==> src/rtl/axis_pkt_len_tagger.sv <==
// AXI-Stream pass-through with a 2-entry skid buffer and a per-packet
// byte-length / oversize record on a side-band metadata stream.
`timescale 1ns/1ps
module axis_pkt_len_tagger #(
  parameter int unsigned TDATA_WIDTH   = 512,
  parameter int unsigned LEN_WIDTH     = 16,
  parameter int unsigned MAX_PKT_BYTES = 9000
) (
  input  logic                     s_aclk,
  input  logic                     s_areset,
  input  logic [TDATA_WIDTH-1:0]   s_axis_tdata,
  input  logic [TDATA_WIDTH/8-1:0] s_axis_tkeep,
  input  logic                     s_axis_tlast,
  input  logic                     s_axis_tvalid,
  output logic                     s_axis_tready,
  output logic [TDATA_WIDTH-1:0]   m_axis_tdata,
  output logic [TDATA_WIDTH/8-1:0] m_axis_tkeep,
  output logic                     m_axis_tlast,
  output logic                     m_axis_tvalid,
  input  logic                     m_axis_tready,
  output logic [LEN_WIDTH-1:0]     m_meta_tdata,
  output logic                     m_meta_tuser,
  output logic                     m_meta_tvalid,
  input  logic                     m_meta_tready,
  output logic [31:0]              pkt_count
);

  localparam int unsigned KEEP_W = TDATA_WIDTH / 8;
  localparam int unsigned BCNT_W = $clog2(KEEP_W + 1);
  localparam int unsigned SUM_W  = ((LEN_WIDTH > BCNT_W) ? LEN_WIDTH : BCNT_W) + 1;
  localparam logic [SUM_W-1:0] LEN_MAX = SUM_W'({LEN_WIDTH{1'b1}});

  function automatic logic [BCNT_W-1:0] popcount(input logic [KEEP_W-1:0] k);
    logic [BCNT_W-1:0] c;
    c = '0;
    for (int i = 0; i < KEEP_W; i++) c = c + BCNT_W'(k[i]);
    return c;
  endfunction

  logic [1:0]             occ;
  logic [TDATA_WIDTH-1:0] spare_data;
  logic [KEEP_W-1:0]      spare_keep;
  logic                   spare_last;
  logic [LEN_WIDTH-1:0]   acc;
  logic                   sat;

  logic                   push;
  logic                   data_pop;
  logic                   meta_pop;
  logic [BCNT_W-1:0]      beat_bytes;
  logic [SUM_W-1:0]       sum;
  logic                   sum_sat;
  logic [LEN_WIDTH-1:0]   acc_next;
  logic                   sat_next;
  logic                   over;

  assign m_axis_tvalid = (occ != 2'd0);
  assign data_pop      = m_axis_tvalid && m_axis_tready;
  assign meta_pop      = m_meta_tvalid && m_meta_tready;
  // A tlast beat only needs the meta slot free, or freed by this cycle's handshake.
  assign s_axis_tready = !s_areset && (occ != 2'd2) &&
                         !(s_axis_tlast && m_meta_tvalid && !m_meta_tready);
  assign push          = s_axis_tvalid && s_axis_tready;

  // Saturating byte accumulator for the packet in flight.
  always_comb begin
    beat_bytes = popcount(s_axis_tkeep);
    sum        = SUM_W'(acc) + SUM_W'(beat_bytes);
    sum_sat    = (sum > LEN_MAX);
    acc_next   = sum_sat ? LEN_WIDTH'(LEN_MAX) : LEN_WIDTH'(sum);
    sat_next   = sat || sum_sat;
    over       = (32'(acc_next) > 32'(MAX_PKT_BYTES));
  end

  // Skid buffer: the head entry drives m_axis directly, spare holds the second beat.
  always_ff @(posedge s_aclk or posedge s_areset) begin
    if (s_areset) begin
      occ          <= 2'd0;
      m_axis_tdata <= '0;
      m_axis_tkeep <= '0;
      m_axis_tlast <= 1'b0;
      spare_data   <= '0;
      spare_keep   <= '0;
      spare_last   <= 1'b0;
    end else begin
      case (occ)
        2'd0: begin
          if (push) begin
            m_axis_tdata <= s_axis_tdata;
            m_axis_tkeep <= s_axis_tkeep;
            m_axis_tlast <= s_axis_tlast;
            occ          <= 2'd1;
          end
        end
        2'd1: begin
          if (push && data_pop) begin
            m_axis_tdata <= s_axis_tdata;
            m_axis_tkeep <= s_axis_tkeep;
            m_axis_tlast <= s_axis_tlast;
          end else if (push) begin
            spare_data <= s_axis_tdata;
            spare_keep <= s_axis_tkeep;
            spare_last <= s_axis_tlast;
            occ        <= 2'd2;
          end else if (data_pop) begin
            occ <= 2'd0;
          end
        end
        2'd2: begin
          if (data_pop) begin
            m_axis_tdata <= spare_data;
            m_axis_tkeep <= spare_keep;
            m_axis_tlast <= spare_last;
            occ          <= 2'd1;
          end
        end
        default: occ <= 2'd0;
      endcase
    end
  end

  // Packet accounting and the single-record meta slot.
  always_ff @(posedge s_aclk or posedge s_areset) begin
    if (s_areset) begin
      acc           <= '0;
      sat           <= 1'b0;
      m_meta_tvalid <= 1'b0;
      m_meta_tdata  <= '0;
      m_meta_tuser  <= 1'b0;
      pkt_count     <= '0;
    end else begin
      if (push && s_axis_tlast) begin
        acc           <= '0;
        sat           <= 1'b0;
        m_meta_tvalid <= 1'b1;
        m_meta_tdata  <= acc_next;
        m_meta_tuser  <= sat_next || over;
        pkt_count     <= pkt_count + 32'd1;
      end else begin
        if (push) begin
          acc <= acc_next;
          sat <= sat_next;
        end
        if (meta_pop) m_meta_tvalid <= 1'b0;
      end
    end
  end

endmodule
==> config.mk <==
export PLATFORM = sky130hd
export DESIGN_NAME = axis_pkt_len_tagger
export DESIGN_NICKNAME = d
export VERILOG_FILES = /design/src/rtl/axis_pkt_len_tagger.sv
export SDC_FILE = /design/constraint.sdc
export NUM_CORES = 2
export LEC_CHECK = 0
export BUFFER_PORTS_ARGS = -buffer_cell sky130_fd_sc_hd__buf_4
export CAP_MARGIN = 20
export CORE_AREA = 2 2 478 480
export DETAILED_ROUTE_END_ITERATION = 6
export DIE_AREA = 0 0 480 482
export HOLD_SLACK_MARGIN = 0.05
export SYNTH_ARGS = -nofsm -noshare
export SYNTH_HDL_FRONTEND = slang
export SYNTH_SLANG_ARGS = --single-unit
export TNS_END_PERCENT = 5
==> constraint.sdc <==
create_clock -name s_aclk -period 54.6 [get_ports s_aclk]
set_input_delay 2.73 -clock s_aclk [delete_from_list [all_inputs] [get_ports s_aclk]]
set_output_delay 2.73 -clock s_aclk [all_outputs]
set_load 0.01 [all_outputs]
Word-level counts from Yosys, hierarchy flattened
Cells that the tools add are included.

storage, ports and cells
  flip-flop bits (word level) = 1,223
  input port bits = 582
  output and inout bits = 629
  word-level logic and storage cells = 136

cells by class
  add/subtract/negate cells = 65
  magnitude comparators = 2
  equality and inequality tests = 8
  mux-type cells = 25
  bitwise gates (word level) = 1
  reductions and logical operators = 22

operators by type and width
  cell                     number
  $mux W512                3
  $pmux W512 S3            1
  $add A7 B1 Y7            57
  $mux W64                 3
  $pmux W64 S3             1
  $mux W16                 3
  $add A32 B1 Y32 const B  1
  $add A16 B7 Y17          1
  $gt A17 B16 Y1 const B   1
  $gt A16 B14 Y1 const B   1
  $mux W2                  5
  $ne A2 B2 Y1 const B     5
  $logic_and A1 B1 Y1      9
  $reduce_and A4 Y1        2
  $add A6 B1 Y7            1
  $mux W1                  7
  $add A5 B1 Y6            1
  $pmux W2 S3              1
  $reduce_bool A2 Y1       3
  $add A4 B1 Y5            1
  $add A3 B1 Y4            1
  $add A2 B1 Y3            1
  $logic_not A1 Y1         3
  $ne A3 B3 Y1 const B     1
  other kinds (9)          10

Depth between registers and ports, before layout
  depth in word-level cells = 68
  gate-level depth with buffers = 24

Worst setup path before layout
Ideal clock, no wire load.

  path kind = input to output
  from = input s_areset
  to = output s_axis_tready
  data arrival time = 30,677 ps
  data required time = 51,870 ps
  setup slack = 21,193 ps
  stages on the path = 2
  buffers on the path = 0
  path through = inv_1 -> and3_1

on the way
  cells in the longest elaborated chain, start to end = 3

RTL lines
  what                               line  source
  from (decl)                        10    input logic s_areset,
  $logic_not A1 Y1 (no source line)  --
  $logic_and A1 B1 Y1 (2 in a row)   61    assign s_axis_tready = !s_areset && (occ != 2'd2) &&
  to (decl)                          15    output logic s_axis_tready,

No other way between the ends.

Worst setup path in the final report
  from = input s_axis_tkeep[51]
  to = register m_meta_tuser

on the way
  cells in the longest elaborated chain, start to end = 18

RTL lines
  what                             line  source
  from (decl)                      12    input logic [TDATA_WIDTH/8-1:0] s_axis_tkeep,
  $add A7 B1 Y7 (*) (13 in a row)  36    for (int i = 0; i < KEEP_W; i++) c = c + BCNT_W'(k[i]);
  $add A16 B7 Y17 (*)              68    sum = SUM_W'(acc) + SUM_W'(beat_bytes);
  $gt A17 B16 Y1                   69    sum_sat = (sum > LEN_MAX);
  $mux W16                         70    acc_next = sum_sat ? LEN_WIDTH'(LEN_MAX) : LEN_WIDTH'(sum);
  $gt A16 B14 Y1                   72    over = (32'(acc_next) > 32'(MAX_PKT_BYTES));
  $logic_or A1 B1 Y1 (*)           137   m_meta_tuser <= sat_next || over;
  to (signal assigned)             137
  to (decl)                        22    output logic m_meta_tuser,

Every way passes the cells marked *; elsewhere a longest branch is shown, timed or not.
A chain may end at the register's enable or synchronous reset.

==> impl_metrics.tcl <==
set metrics [dict create \
    status "completed" \
    cts_resized 0 \
    cts_made_buffers 143 \
    power_density_mw_per_mm2 58.7 \
    synth.top_cell.area_share 0.588 \
    finalHoldViolations 0 \
    fp.dieW_microns 480 \
    power.total_uw 4030 \
    period_share 0.180 \
    slew_violations 0 \
    wl_met2_microns 91400 \
    drt_iter0_drc 2629 \
    grt_overflow 0 \
    start_util 0.230 \
    dp.cells 8887 \
    io_pins 1211 \
    core-area_sq_mm 0.226 \
    cap_violations 0 \
    cp_slowest_cell "fa_1" \
    portBuffers 1210 \
    critPathTopFamily "adder cells" \
    synth_cell_type_count 52 \
    holdPathStages 2 \
    area_growth_pct 32.1 \
    wire_per_inst_microns 23.7 \
    yosysWarnings 0 \
    finalSetupTns_ns 0 \
    synth_commonest_cells "1254 x nand2_1, 1223 x dfrtp_1, 607 x nor2_1, 589 x a31oi_1, 538 x mux2_2" \
    vias 41700 \
    clock_sink_count 1223 \
    reg2regPathDepth 18 \
    die-area_sq_mm 0.231 \
    hp-class "register to register" \
    fin_skew_ns 0.0441 \
    highest_layer "met5" \
    root_buffer "clkbuf_16" \
    ff2ff_setup_slack_ns 47.30 \
    timing.hold.ws_ns 0.481 \
    place_hpwl_microns 165000 \
    cts_setup_buffers 0 \
    antenna_found_initial 112 \
    die_h_microns 482 \
    crit_arrival_ns 10.54 \
    post-synth-top-count-cell "nand2_1" \
    critical_path_class "input port to register" \
    drc 0 \
    clkSlewWorstSetupHoldPaths_ns 0.06 \
    period_minus_slack_ns 9.84 \
    grt_max_degree 217 \
    first_global_vias 41200 \
    ys_ff_latch 1223 \
    synth_edf_count 0 \
    cp.depth 22 \
    worstPathRequired_ns 55.31 \
    synth-main-ff-cell "dfrtp_1" \
    cts_tree "yes" \
    syn-num-nets 5613 \
    synthesis.area_sq_mm 0.0520 \
    syn_inst 4947 \
    rows 175 \
    grt_pass1_wl_microns 305000 \
    synth_top_cell_by_area "dfrtp_1" \
    antenna_left 0 \
    grt_setup_unrepaired "no" \
    drive_gt1_frac 0.335 \
    startpoint_type "input port" \
    yosysSeqAreaShare 0.588 \
    ctsHtreeMaxLevel 4 \
    relSlewSlack 0.0834 \
    peakVddDrop_v 0.000152 \
    clk_latency_ns 0.80 \
    setup_viol 0 \
    gp_congestion 0.891 \
    via_per_inst 4.55 \
    avgSynthCellArea_sq_um 10.5 \
    p_leak_uw 0.0314 \
    wl_met1_microns 88300 \
    netlist_top_cells_area "dfrtp_1 59%, mux2_2 12%, nand2_1 9.0%" \
    worstSetupEndpointType "register" \
    nNetsFinal 6690 \
    cp_cell_sequence "buf_4 > inv_1 > fa_1 > inv_1 > fa_1 > inv_1 > fa_1 > fa_1 > fa_1 > fa_1 > fa_1 > fa_1 > fa_1 > fa_1 > nand2b_1 > a211oi_1 > o21ai_1 > a2111oi_2 > mux2_2 > o311a_1 > or3_1 > a31oi_1" \
    fmax_mhz 102 \
    max_stage_delay_ns 0.85 \
    critPathBufInv 4 \
    async_flop_share 1.00 \
    cp_max_fo 3 \
    fill_cells 23400 \
    wl_met3_microns 24800 \
    stdcell_count 9166 \
    first_pass_iters 5 \
    worst_pin_slew_ns 1.37 \
    grt_usage 0.182 \
    cts_hold_buf 0 \
    clockBufferDepth 3 \
    cpMostUsedCell "fa_1" \
    drt-total-wl_microns 217000 \
]
==> report_power, final <==
group	total (uW)	switching (uW)	leakage (uW)	internal, uW
combinational	1610	920	0.0148	691
clock	962	415	0.00227	548
sequential	1460	207	0.0143	1250
total	4030	1540	0.0314	2490
==> tightest hold or removal path: cells and delay by family, from the launching register on <==
family,cells,cell delay (ns)
flip-flops,1,0.34
AND/OR/NAND/NOR,1,0.05
AO/OA/AOI/OAI,1,0.06
==> cell type report <==
class	instances	area (sq um)	share of cell area
Antenna cell	32	80.1	0.00116
Clock buffer	199	4130	0.0601
Clock inverter	47	551	0.00801
Inverter	100	383	0.00557
Multi-Input combinational cell	3287	19700	0.286
Sequential cell	1223	30600	0.445
Tap cell	3009	3760	0.0548
Timing Repair Buffer	1269	9570	0.139
==> cell usage in the layout (no fill, tap or decap), types with 4 or more instances in the layout <==
cell | synthesis | final
clkbuf_16 | 0 | 147
diode_2 | 0 | 32
and3_1 | 9 | 9
dfrtp_1 | 1223 | 1223
clkbuf_1 | 215 | 26
nor2_2 | 5 | 5
mux2_2 | 538 | 538
clkinv_2 | 0 | 17
ha_1 | 28 | 28
nor3_1 | 7 | 7
or2_2 | 4 | 4
nand2b_1 | 4 | 4
o21ai_0 | 65 | 64
a21oi_1 | 22 | 22
inv_1 | 100 | 99
nand2_1 | 1254 | 1254
nand3_1 | 14 | 14
a31oi_1 | 589 | 589
fa_1 | 56 | 56
clkinv_4 | 0 | 5
nand4_1 | 5 | 5
clkbuf_8 | 0 | 26
buf_12 | 0 | 4
nor2_1 | 607 | 607
buf_4 | 0 | 1264
xor2_1 | 14 | 14
clkinvlp_4 | 0 | 9
xnor2_1 | 26 | 26
clkinv_16 | 0 | 5
==> path summary, 6_finish.rpt <==
check,startpoint,to
setup / recovery,s_axis_tkeep[51],m_meta_tuser
hold / removal,spare_keep[63],spare_keep[63]
setup reg to reg,acc[0],m_meta_tuser
hold reg to reg,spare_keep[63],spare_keep[63]
max in group asynchronous,s_areset,m_axis_tdata[148]
min in group asynchronous,s_areset,spare_data[376]
==> stage by stage <==
stage	setup slack, ns	util	cell area (sq um)
floorplan	17.37	-	52000
global placement	44.06	0.283	64000
detailed placement	43.99	0.283	64000
CTS	44.87	0.303	68700
global route	44.50	0.303	68700
finish	44.76	0.304	68700
==> metal layers <==
| layer | track usage | vias up |
|---|---|---|
| met5 | 0 | - |
| met3 | 0.0879 | 468 |
| met4 | 0.0917 | 104 |
| met2 | 0.266 | 1535 |
| met1 | 0.221 | 20700 |
| li1 | - | 18900 |
==> cell families (layout without fill, tap and decap cells) <==
group           Yosys count  count (layout)  synth area share
other cells               0              32                 0
flops                  1223            1223             0.588
fa+ha+maj                84              84            0.0283
mux                     538             538             0.116
xor+xnor                 40              40           0.00673
simple gates           1929            1929             0.143
buf+inv                 437            1615            0.0344
compound gates          696             696            0.0825
==> flip-flops by register name (all words and copies together) (netlist names), 2 cells and up <==
| signal | cells |
|---|---|
| spare_data | 512 |
| m_axis_tkeep | 64 |
| spare_keep | 64 |
| occ | 2 |
| m_meta_tdata | 16 |
| acc | 16 |
| pkt_count | 32 |
| m_axis_tdata | 512 |
Note: power is estimated with default switching activity, not from simulation.
